## src/rtl/pipelined_cla_adder.sv

```systemverilog
// Pipelined carry-lookahead adder/subtractor: WIDTH/BLOCK register-separated slices,
// carry registered between slices, valid/ready handshake with per-slice backpressure.
module pipelined_cla_adder #(
  parameter int unsigned WIDTH = 64,
  parameter int unsigned BLOCK = 16,
  parameter int unsigned TAG_W = 4
) (
  input  logic             clk,
  input  logic             rst_n,
  input  logic             in_valid,
  output logic             in_ready,
  input  logic [WIDTH-1:0] in_a,
  input  logic [WIDTH-1:0] in_b,
  input  logic [1:0]       in_op,
  input  logic             in_cin,
  input  logic [TAG_W-1:0] in_tag,
  output logic             out_valid,
  input  logic             out_ready,
  output logic [WIDTH-1:0] out_sum,
  output logic             out_cout,
  output logic             out_ovf,
  output logic             out_zero,
  output logic [TAG_W-1:0] out_tag
);

  localparam int unsigned STAGES = WIDTH / BLOCK;
  localparam int unsigned NGRP   = BLOCK / 4;

  // Slice sum with 4-bit group P/G; returns {carry into MSB, carry out, sum}.
  function automatic logic [BLOCK+1:0] cla_slice(input logic [BLOCK-1:0] a,
                                                 input logic [BLOCK-1:0] b,
                                                 input logic             cin);
    logic [BLOCK-1:0] p, g, c;
    logic [NGRP-1:0]  gp, gg;
    logic [NGRP:0]    gc;
    logic             t, acc, tall;
    p = a ^ b;
    g = a & b;
    for (int j = 0; j < NGRP; j++) begin
      gp[j] = &p[4*j +: 4];
      gg[j] = g[4*j+3] | (p[4*j+3] & g[4*j+2]) | (p[4*j+3] & p[4*j+2] & g[4*j+1]) |
              (p[4*j+3] & p[4*j+2] & p[4*j+1] & g[4*j]);
    end
    // Each group carry is a flat sum-of-products over group P/G terms.
    gc[0] = cin;
    for (int j = 1; j <= NGRP; j++) begin
      acc  = 1'b0;
      tall = cin;
      for (int i = 0; i < j; i++) begin
        t = gg[i];
        for (int m = i + 1; m < j; m++) t = t & gp[m];
        acc  = acc | t;
        tall = tall & gp[i];
      end
      gc[j] = acc | tall;
    end
    for (int j = 0; j < NGRP; j++) begin
      c[4*j]   = gc[j];
      c[4*j+1] = g[4*j] | (p[4*j] & gc[j]);
      c[4*j+2] = g[4*j+1] | (p[4*j+1] & g[4*j]) | (p[4*j+1] & p[4*j] & gc[j]);
      c[4*j+3] = g[4*j+2] | (p[4*j+2] & g[4*j+1]) | (p[4*j+2] & p[4*j+1] & g[4*j]) |
                 (p[4*j+2] & p[4*j+1] & p[4*j] & gc[j]);
    end
    return {c[BLOCK-1], gc[NGRP], p ^ c};
  endfunction

  logic [STAGES-1:0] r_v;
  logic [STAGES-1:0] r_c;
  logic [WIDTH-1:0]  r_x   [STAGES];
  logic [WIDTH-1:0]  r_b   [STAGES];
  logic [TAG_W-1:0]  r_tag [STAGES];
  logic              r_ovf;
  logic              r_zero;

  logic [STAGES-1:0] w_adv;
  logic [STAGES-1:0] w_ld;
  logic [STAGES-1:0] w_cn;
  logic              w_cmsb [STAGES];
  logic [WIDTH-1:0]  w_xn   [STAGES];
  logic [WIDTH-1:0]  w_bn   [STAGES];
  logic [TAG_W-1:0]  w_tn   [STAGES];
  logic              w_c0;

  assign w_c0     = in_op[1] ? (in_cin ^ in_op[0]) : in_op[0];
  assign in_ready = rst_n & (~r_v[0] | w_adv[0]);

  // r_x carries the unsummed A bits low and rotates finished sum blocks in at the top.
  for (genvar k = 0; k < STAGES; k++) begin : g_slice
    logic [WIDTH-1:0] w_xi;
    logic [WIDTH-1:0] w_bi;
    logic             w_ci;
    logic [BLOCK+1:0] w_res;

    if (k == 0) begin : g_first
      assign w_xi    = in_a;
      assign w_bi    = in_op[0] ? ~in_b : in_b;
      assign w_ci    = w_c0;
      assign w_tn[k] = in_tag;
      assign w_ld[k] = in_valid & in_ready;
    end else begin : g_next
      assign w_xi    = r_x[k-1];
      assign w_bi    = r_b[k-1];
      assign w_ci    = r_c[k-1];
      assign w_tn[k] = r_tag[k-1];
      assign w_ld[k] = w_adv[k-1];
    end

    if (k == STAGES - 1) begin : g_last_adv
      assign w_adv[k] = r_v[k] & out_ready;
    end else begin : g_mid_adv
      assign w_adv[k] = r_v[k] & (~r_v[k+1] | w_adv[k+1]);
    end

    assign w_res     = cla_slice(w_xi[BLOCK-1:0], w_bi[BLOCK-1:0], w_ci);
    assign w_xn[k]   = WIDTH'({w_res[BLOCK-1:0], w_xi} >> BLOCK);
    assign w_bn[k]   = w_bi >> BLOCK;
    assign w_cn[k]   = w_res[BLOCK];
    assign w_cmsb[k] = w_res[BLOCK+1];
  end

  // Slice registers: valid sets on load, clears on advance without refill.
  always_ff @(posedge clk or negedge rst_n) begin
    if (!rst_n) begin
      r_v <= '0;
      r_c <= '0;
      for (int k = 0; k < STAGES; k++) begin
        r_x[k]   <= '0;
        r_b[k]   <= '0;
        r_tag[k] <= '0;
      end
    end else begin
      for (int k = 0; k < STAGES; k++) begin
        if (w_ld[k]) begin
          r_v[k]   <= 1'b1;
          r_c[k]   <= w_cn[k];
          r_x[k]   <= w_xn[k];
          r_b[k]   <= w_bn[k];
          r_tag[k] <= w_tn[k];
        end else if (w_adv[k]) begin
          r_v[k] <= 1'b0;
        end
      end
    end
  end

  // Flags are produced by the last slice alongside the assembled sum.
  always_ff @(posedge clk or negedge rst_n) begin
    if (!rst_n) begin
      r_ovf  <= 1'b0;
      r_zero <= 1'b0;
    end else if (w_ld[STAGES-1]) begin
      r_ovf  <= w_cmsb[STAGES-1] ^ w_cn[STAGES-1];
      r_zero <= (w_xn[STAGES-1] == '0);
    end
  end

  assign out_valid = r_v[STAGES-1];
  assign out_sum   = r_x[STAGES-1];
  assign out_cout  = r_c[STAGES-1];
  assign out_tag   = r_tag[STAGES-1];
  assign out_ovf   = r_ovf;
  assign out_zero  = r_zero;

endmodule

```

## config.mk

```make
export PLATFORM = sky130hd
export DESIGN_NAME = pipelined_cla_adder
export DESIGN_NICKNAME = d
export VERILOG_FILES = /design/src/rtl/pipelined_cla_adder.sv
export SDC_FILE = /design/constraint.sdc
export NUM_CORES = 1
export LEC_CHECK = 0
export CORE_ASPECT_RATIO = 1.4
export CORE_MARGIN = 2
export CORE_UTILIZATION = 55
export CTS_CLUSTER_SIZE = 24
export DETAILED_ROUTE_END_ITERATION = 10
export GPL_ROUTABILITY_DRIVEN = 0
export PLACE_DENSITY = 0.88
export SLEW_MARGIN = 10
export SYNTH_ARGS = -nofsm -noshare
export SYNTH_HDL_FRONTEND = slang
export SYNTH_SLANG_ARGS = --single-unit
```

## constraint.sdc

```tcl
create_clock -name clk -period 4.68 [get_ports clk]
set_clock_uncertainty 0.2 [all_clocks]
set_input_delay 0.468 -clock clk [delete_from_list [all_inputs] [get_ports clk]]
set_output_delay 0.468 -clock clk [all_outputs]
set_load 0.02 [all_outputs]
```

==> results.md, run 1 <==
* Die area at 32900 µm²
* Crit path buffers/inverters at 0
* Synth Register Bits at 378
* Core area at 30900 µm²
* Syn nets at 1692
* Worst setup SP type: flop
* Post-CTS sizing at 0
* Synth Area in Simple Gates at about a tenth
* Clock Path Buffers at 3
* Most numerous cell in the Yosys netlist: dfrtp_1
* Setup CP Type: flop to flop
* Crit path max-delay family: compound AO/OA/AOI/OAI gates
* Final setup margin at roughly 0.56 ns
* Synth cell types at 55
* Total net switching power at 4010 µW
* Final hold violations at 0
* Critical Path Fanout Max at 3
* Post-Synth XOR/XNOR Area at 5.27%
* Layout cells sized above 1 at 17.2%
* Fmax at 242 MHz
* Worst slack, placed at 0.663 ns
* Clock transition at path regs at 0.06 ns
* Top post-synthesis cells by area: dfrtp_1, mux2_2, nand2_1
* Commonest register cell after synthesis: dfrtp_1
* Hold_buf cts at 1
* Clock root cell: clkbuf_16
* Slew Limit Fails at 0
* Vias in the first global route at approximately 13000
* Synth area leader: dfrtp_1
* Fillers at 2180
* Total track usage at 24.5%
* Adder-Cell Fraction of Synth Area at 6.48%
* Max VDD drop at 339 µV
* Port Buf Inserts at 211
* Nets at 1886
* RSZ-0062 raised after global routing: no
* Die H at 214 µm
* Post-synth top area share at 54.7%
* WP data required at about 4.9 ns
* FFs w/ async S/R, synth at 100%
* Sequential area share after synthesis at 54.7%
* CTS tree: yes
* Starting DRT DRC Count at between 500 and 600
* Seq pwr share at 42.5%
* Clock power share at between 20% and 30%
* Final Critical Period at 4.12 ns
* Clk sinks at 378
* CP arrival at 4.38 ns
* Largest family of logic cells by synthesized area: multiplexers
* Crit path cell chain: ha_1, a211oi_2, o21bai_2, a2111oi_4, nor2_1, a21o_1, fa_1, nor4_1, nand4_1, nor3_1, o2111ai_1, nor4b_2, o2111ai_1, nand4_1
* Clock Latency Late Sink at around 0.52 ns
* Yosys warns at 0
* First-pass GRT wire length at 64000 µm
* DR WL/cell at 18.8 µm
* Synth cell count leaders: dfrtp_1, nand2_1, mux2_2
* Vias per inst at 5.62
* Overall routed net length at 39200 µm
* Syn Inst Count at 1473
* Highest-delay cell along the critical path: fa_1
* R2R Setup Slk at approximately 0.56 ns
* HP Class: input pin to asynchronous set/reset pin
* Post-CTS setup buffer count at 0
* Final ANT Viol Nets at 0
* Max H-tree Level at 2
* Setup_tns at 0 ns
* Comb pwr share at 33.3%
* Final worst-path cycle share at 88.1%
* Area growth from synthesis to layout at 21.2%
* Die width at around 150 µm
* DRC viols at 0
* Starting Density at 55.9%
* EDFF count, synth at 0
* Post-DP HPWL at 26900 µm
* Final setup fails at 0
* Max-cap violations at 0
* Worst Setup End Kind: flop
* CP max stage delay at 0.46 ns
* Max_slew headroom at 25.9%
* # IOs at between 200 and 250
* Post-synthesis mux area share at around 14%
* Synth Cell Area at 17300 µm²
* Vias at about 12000
* Status: finished clean
* Sw Share at approximately a third
* P_leak at 0.00950 µW
* Slew @ Worst Pin at roughly 1.1 ns
* Pwr dens at 570 nW/µm²
* DRT Pass-1 Iters at 5
* # rows at 76
* Mapped Avg Cell Area at 11.7 µm²
* Initial antenna violation count at 3
* Synth Area in Compound Gates at 7.27%
* CTS Buf Count at 37
* Largest net degree at the start of global routing at about 150
* GRT overflow at 0
* Cell internal pwr at approximately 7900 µW
## layer usage
layer / wire length [µm] / GRT usage, %
met3: 1410 / 3.09
met4: 1800 / 11.6
met1: 15500 / 29.3
met2: 20500 / 44.4
met5: 0 / 0
## layout by cell type (no fill, tap or decap), drive strengths merged, types with 16 or more instances in the layout
| cell | synthesis | final |
|---|---|---|
| mux2 | 212 | 212 |
| o21ai | 104 | 104 |
| inv | 31 | 31 |
| xnor2 | 71 | 71 |
| nor2 | 21 | 21 |
| a21oi | 33 | 33 |
| clkbuf | 50 | 55 |
| dfrtp | 378 | 378 |
| ha | 64 | 64 |
| a21o | 16 | 16 |
| nand2 | 288 | 288 |
| clkdlybuf4s50 | 0 | 209 |
| fa | 16 | 16 |
| xor2 | 33 | 33 |
## layout make-up
class	count	area, µm²	share of cell area, %
diodes	2	5.00	0.0239
clock buffers	55	1060	5.07
clock inverters	7	92.6	0.442
inverters	31	116	0.555
multi-input cells	995	7470	35.6
flip-flops and latches	378	9460	45.1
well taps	390	488	2.33
repair buffers	224	2260	10.8
## flip-flops by register name (all words and copies together), names as in the netlist
signal	cells
g_slice.w_xi	192
r_c	4
r_tag	12
out_tag	4
out_ovf	1
g_slice.w_bi	96
out_zero	1
out_sum	64
r_v	4
## worst reg2reg max path, delay by kind of cell, from the launching register on
kind                     cells  cell delay, ns
AND/OR/NAND/NOR              6            1.15
flip-flops                   1            0.40
adder cells (fa/ha/maj)      2            0.79
AO/OA/AOI/OAI                6            1.51
## logic make-up after synthesis
group | after synthesis
buffers and inverters | 100
AO/OA/AOI/OAI | 201
XOR/XNOR | 104
adder cells (fa/ha/maj) | 80
multiplexers | 215
flip-flops | 378
AND/OR/NAND/NOR | 395
## final timing paths
check,from,end,depth (start not counted)
setup reg to reg,g_slice[3].w_xi[0]$_DFFE_PN0P_,out_zero$_DFFE_PN0P_,14
hold reg to reg,out_sum[20]$_DFFE_PN0P_,out_sum[20]$_DFFE_PN0P_,2
max in group asynchronous,rst_n,g_slice[1].w_xi[29]$_DFFE_PN0P_,4
min in group clk,out_sum[20]$_DFFE_PN0P_,out_sum[20]$_DFFE_PN0P_,2
hold / removal,rst_n,g_slice[1].w_xi[6]$_DFFE_PN0P_,2
setup / recovery,g_slice[3].w_xi[0]$_DFFE_PN0P_,out_zero$_DFFE_PN0P_,14
## per-stage QoR
step	utilization, %	cell area, µm²	power, µW	hold slack (ns)	std cells
final	67.8	21000	11900	0.273	2082
after global routing	67.8	21000	12600	0.289	2082
after CTS	67.8	21000	12000	0.277	2080
after detailed placement	64.0	19800	9050	0.234	2017
after global placement	64.0	19800	8820	0.223	2017
after floorplan	-	17300	7470	-0.0276	1473
## power groups by stage
stage	Sequential, µW	Combinational, µW	Clock [µW]
2_1_floorplan	5170	2300	0
3_3_place_gp	5040	3780	0
3_5_place_dp	5100	3950	0
4_1_cts	5060	4000	2940
5_1_grt	5190	4370	3070
6_report	5070	3980	2890
Note: power is estimated with default switching activity, not from simulation.
==> run 2, diff against run 1 <==
--- a/config.mk
+++ b/config.mk
@@ -11,6 +11,7 @@
 export CTS_CLUSTER_SIZE = 24
 export DETAILED_ROUTE_END_ITERATION = 10
 export GPL_ROUTABILITY_DRIVEN = 0
+export HOLD_SLACK_MARGIN = 0.1
 export PLACE_DENSITY = 0.88
 export SLEW_MARGIN = 10
 export SYNTH_ARGS = -nofsm -noshare
==> results of run 2 <==
Same layout as run 1: the final DEF is identical, and so are final timing and power.
==> run 3, diff against run 2 <==
--- a/config.mk
+++ b/config.mk
@@ -5,8 +5,8 @@
 export SDC_FILE = /design/constraint.sdc
 export NUM_CORES = 1
 export LEC_CHECK = 0
+export ABC_AREA = 1
 export CORE_ASPECT_RATIO = 1.4
-export CORE_MARGIN = 2
 export CORE_UTILIZATION = 55
 export CTS_CLUSTER_SIZE = 24
 export DETAILED_ROUTE_END_ITERATION = 10
==> run 3 against run 2 <==
  * Highest routed layer unchanged
  * The run now ends with design-rule violations left
  * Non-clock buffer count stayed put
  * Combinational power fell by 16%
  * Critical path depth rose by 3
  * Fmax increased by 13%
  * Final area is 0.45% higher
  * Register-to-register slack better by 0.47 ns
  * Total power down 6.8%
  * Clock power rose by 6%
==> results.md, run 3 <==
* Final Power at 11100 µW
* Clock power share at 27.4%
* Critical Path Fanout Max at 5
* Max_slew headroom at 23.6%
* Worst Setup End Kind: flop
* Post-Synth XOR/XNOR Area at 4.25%
* # placed instances at 2491
* Routing usage on met3 at 3.75%
* Max-cap violations at 0
* Top Usage Layer GRT: met2
* Vias per inst at approximately 5.4
* Adder-Cell Fraction of Synth Area at 6.40%
* FFs w/ async S/R, synth at 100%
* Final setup fails at 0
* Final hold violations at 0
* Vias at 13800
* Starting DRT DRC Count at roughly 1000
* GRT overflow at 0
* Synth cell types at between 40 and 50
* Area occupied by multi-input gates at 6970 µm²
* Worst setup SP type: flop
* Worst slack, placed at roughly 1.1 ns
* Clock transition at path regs at 0.06 ns
* Failing checks: design-rule violations
* Sw Share at 33.7%
* Post-Route Utilization at 67.9%
* CTS Buf Count at 37
* Commonest non-fill, non-tap cell in the layout: nand2_1
* Post-synth top area share at 54.0%
* Total track usage at 26.7%
* Synth area leader: dfrtp_1
* Starting Density at between 50 and 60%
* Crit path cell chain: ha_1, nand2_1, nor2_1, nand3_1, nand4_1, inv_1, fa_1, nand4_1, nor2_1, nand2_1, nor2_1, nand2_1, nor2_1, nand3_1, nor2_1, nand3_1, nand2_1
* Yosys warns at 0
* Post-synthesis mux area share at 0%
* Core area at 31000 µm²
* Top post-synthesis cells by area: dfrtp_1, nand2_1, o21ai_0
* Max H-tree Level at 2
* Synth Cell Area at approximately 18000 µm²
* Post-DP HPWL at 28500 µm
* Largest family of logic cells by synthesized area: simple AND/OR/NAND/NOR gates
* Final setup margin at just over 1 ns
* Die area at 32600 µm²
* DRC viols at 11
* WP data required at 4.95 ns
* Commonest non-fill, non-tap cells in the layout: nand2_1, dfrtp_1, o21ai_0
* Cell mode on critical path: nor2_1
* Die width at 153 µm
* Post-CTS setup buffer count at 0
* Seq pwr share at 42.4%
* Vias in the first global route at around 14000
* Fmax at 274 MHz
* Synth Register Bits at 378
* Fillers at 2309
* EDFF count, synth at 0
* Final ANT Viol Nets at 0
* Die H at 213 µm
* Clk sinks at 378
* First-pass GRT wire length at a little under 70000 µm
* Port Buf Inserts at about 210
* Most numerous cell in the Yosys netlist: nand2_1
* Sequential area share after synthesis at 54.0%
* Max reg flops at 192
* CP max stage delay at about 0.54 ns
* Nets at 2360
* GR Util met1 at approximately a third
* Clock Path Buffers at 3
* M2 GR Usage at 47.1%
* Final worst-path cycle share at 78.1%
* Overall routed net length at 41900 µm
* Synth cell count leaders: nand2_1, dfrtp_1, o21ai_0
* Slew Limit Fails at 0
* CTS tree: yes
* Mapped Avg Cell Area at 8.90 µm²
* Final Critical Period at 3.65 ns
* Pwr dens at 529 nW/µm²
* Max VDD drop at between 300 and 400 µV
* Setup CP Type: flop to flop
* Clock root cell: clkbuf_16
* # rows at 76
* Syn nets at 2186
* Inserted Diodes at 0
* Reg area at 9460 µm²
* RSZ-0062 raised after global routing: no
* Post-CTS sizing at 0
* Comb pwr share at about 30%
* Area growth from synthesis to layout at 20.3%
* Highest-delay cell along the critical path: fa_1
* Clock Latency Late Sink at 0.53 ns
* DRT Pass-1 Iters at 11
* Synth Area in Simple Gates at 18.8%
* DR WL/cell at 16.4 µm
* Synth Area in Compound Gates at 10.2%
* Total net switching power at 3750 µW
* # IOs at about 210
* Commonest register cell after synthesis: dfrtp_1
* Setup_tns at 0 ns
* CP arrival at 3.92 ns
* Status: complete, but fails checks
* HP Class: input pin to asynchronous set/reset pin
* P_leak at 0.0103 µW
* Fin cells at about 2600
* Layout cells sized above 1 at 3.88%
* Slew @ Worst Pin at roughly 1.1 ns
* Syn Inst Count at 1967
* Initial antenna violation count at 0
* Cell internal pwr at between 7000 and 8000 µW
* Largest net degree at the start of global routing at 176
* Hold_buf cts at 1
[run 3: cell type report]
class / instances / area share [%]
Inverter: 170 / 3.04
Timing Repair Buffer: 224 / 10.7
Clock buffer: 53 / 5.17
Multi-Input combinational cell: 1330 / 33.1
Tap cell: 390 / 2.32
Clock inverter: 10 / 0.743
Sequential cell: 378 / 44.9
[run 3: worst max-delay path, delay by kind of cell, from the launching register on]
family | cells | cell delay (ns)
flops | 1 | 0.40
fa+ha+maj | 2 | 0.92
simple gates | 14 | 1.98
buf+inv | 1 | 0.10
[run 3: cell families (layout without fill, tap and decap cells)]
logic type / after synthesis / count (layout)
xor+xnor: 85 / 85
flops: 378 / 378
buf+inv: 259 / 457
compound gates: 343 / 343
fa+ha+maj: 80 / 80
simple gates: 822 / 822
[run 3: final timing paths]
path / start / to / slack (ns) / cells past startpoint
setup / recovery: g_slice[3].w_xi[10]$_DFFE_PN0P_ / out_zero$_DFFE_PN0P_ / 1.03 / 17
hold / removal: rst_n / g_slice[1].w_bi[24]$_DFFE_PN0P_ / 0.22 / 2
setup reg to reg: g_slice[3].w_xi[10]$_DFFE_PN0P_ / out_zero$_DFFE_PN0P_ / 1.03 / 17
hold reg to reg: g_slice[1].w_xi[60]$_DFFE_PN0P_ / g_slice[2].w_xi[44]$_DFFE_PN0P_ / 0.27 / 2
max in group asynchronous: rst_n / out_sum[48]$_DFFE_PN0P_ / 2.79 / 3
min in group clk: in_a[30] / g_slice[1].w_xi[14]$_DFFE_PN0P_ / 0.27 / 3
[run 3: per-stage QoR]
| stage | hold slack, ns | area (µm²) |
|---|---|---|
| final | 0.221 | 21100 |
| after global routing | 0.262 | 21100 |
| after CTS | 0.240 | 21100 |
| after detailed placement | 0.192 | 19800 |
| after global placement | 0.186 | 19800 |
| after floorplan | -0.0276 | 17500 |
[run 3: metal layers]
| metal | wire [µm] | vias up | part of all wire, % |
|---|---|---|---|
| met3 | 2400 | 119 | 5.7 |
| met1 | 16400 | 6623 | 39 |
| met4 | 1840 | 0 | 4.4 |
| li1 | - | 6622 | - |
| met5 | 0 | - | 0 |
| met2 | 21200 | 471 | 51 |
[run 3: power by group through the flow]
stage          combinational, µW  clock (µW)  sequential (µW)
2_1_floorplan               1760           0             4890
3_3_place_gp                3160           0             4720
3_5_place_dp                3310           0             4760
4_1_cts                     3360        3100             4720
5_1_grt                     3740        3220             4820
6_report                    3360        3050             4720
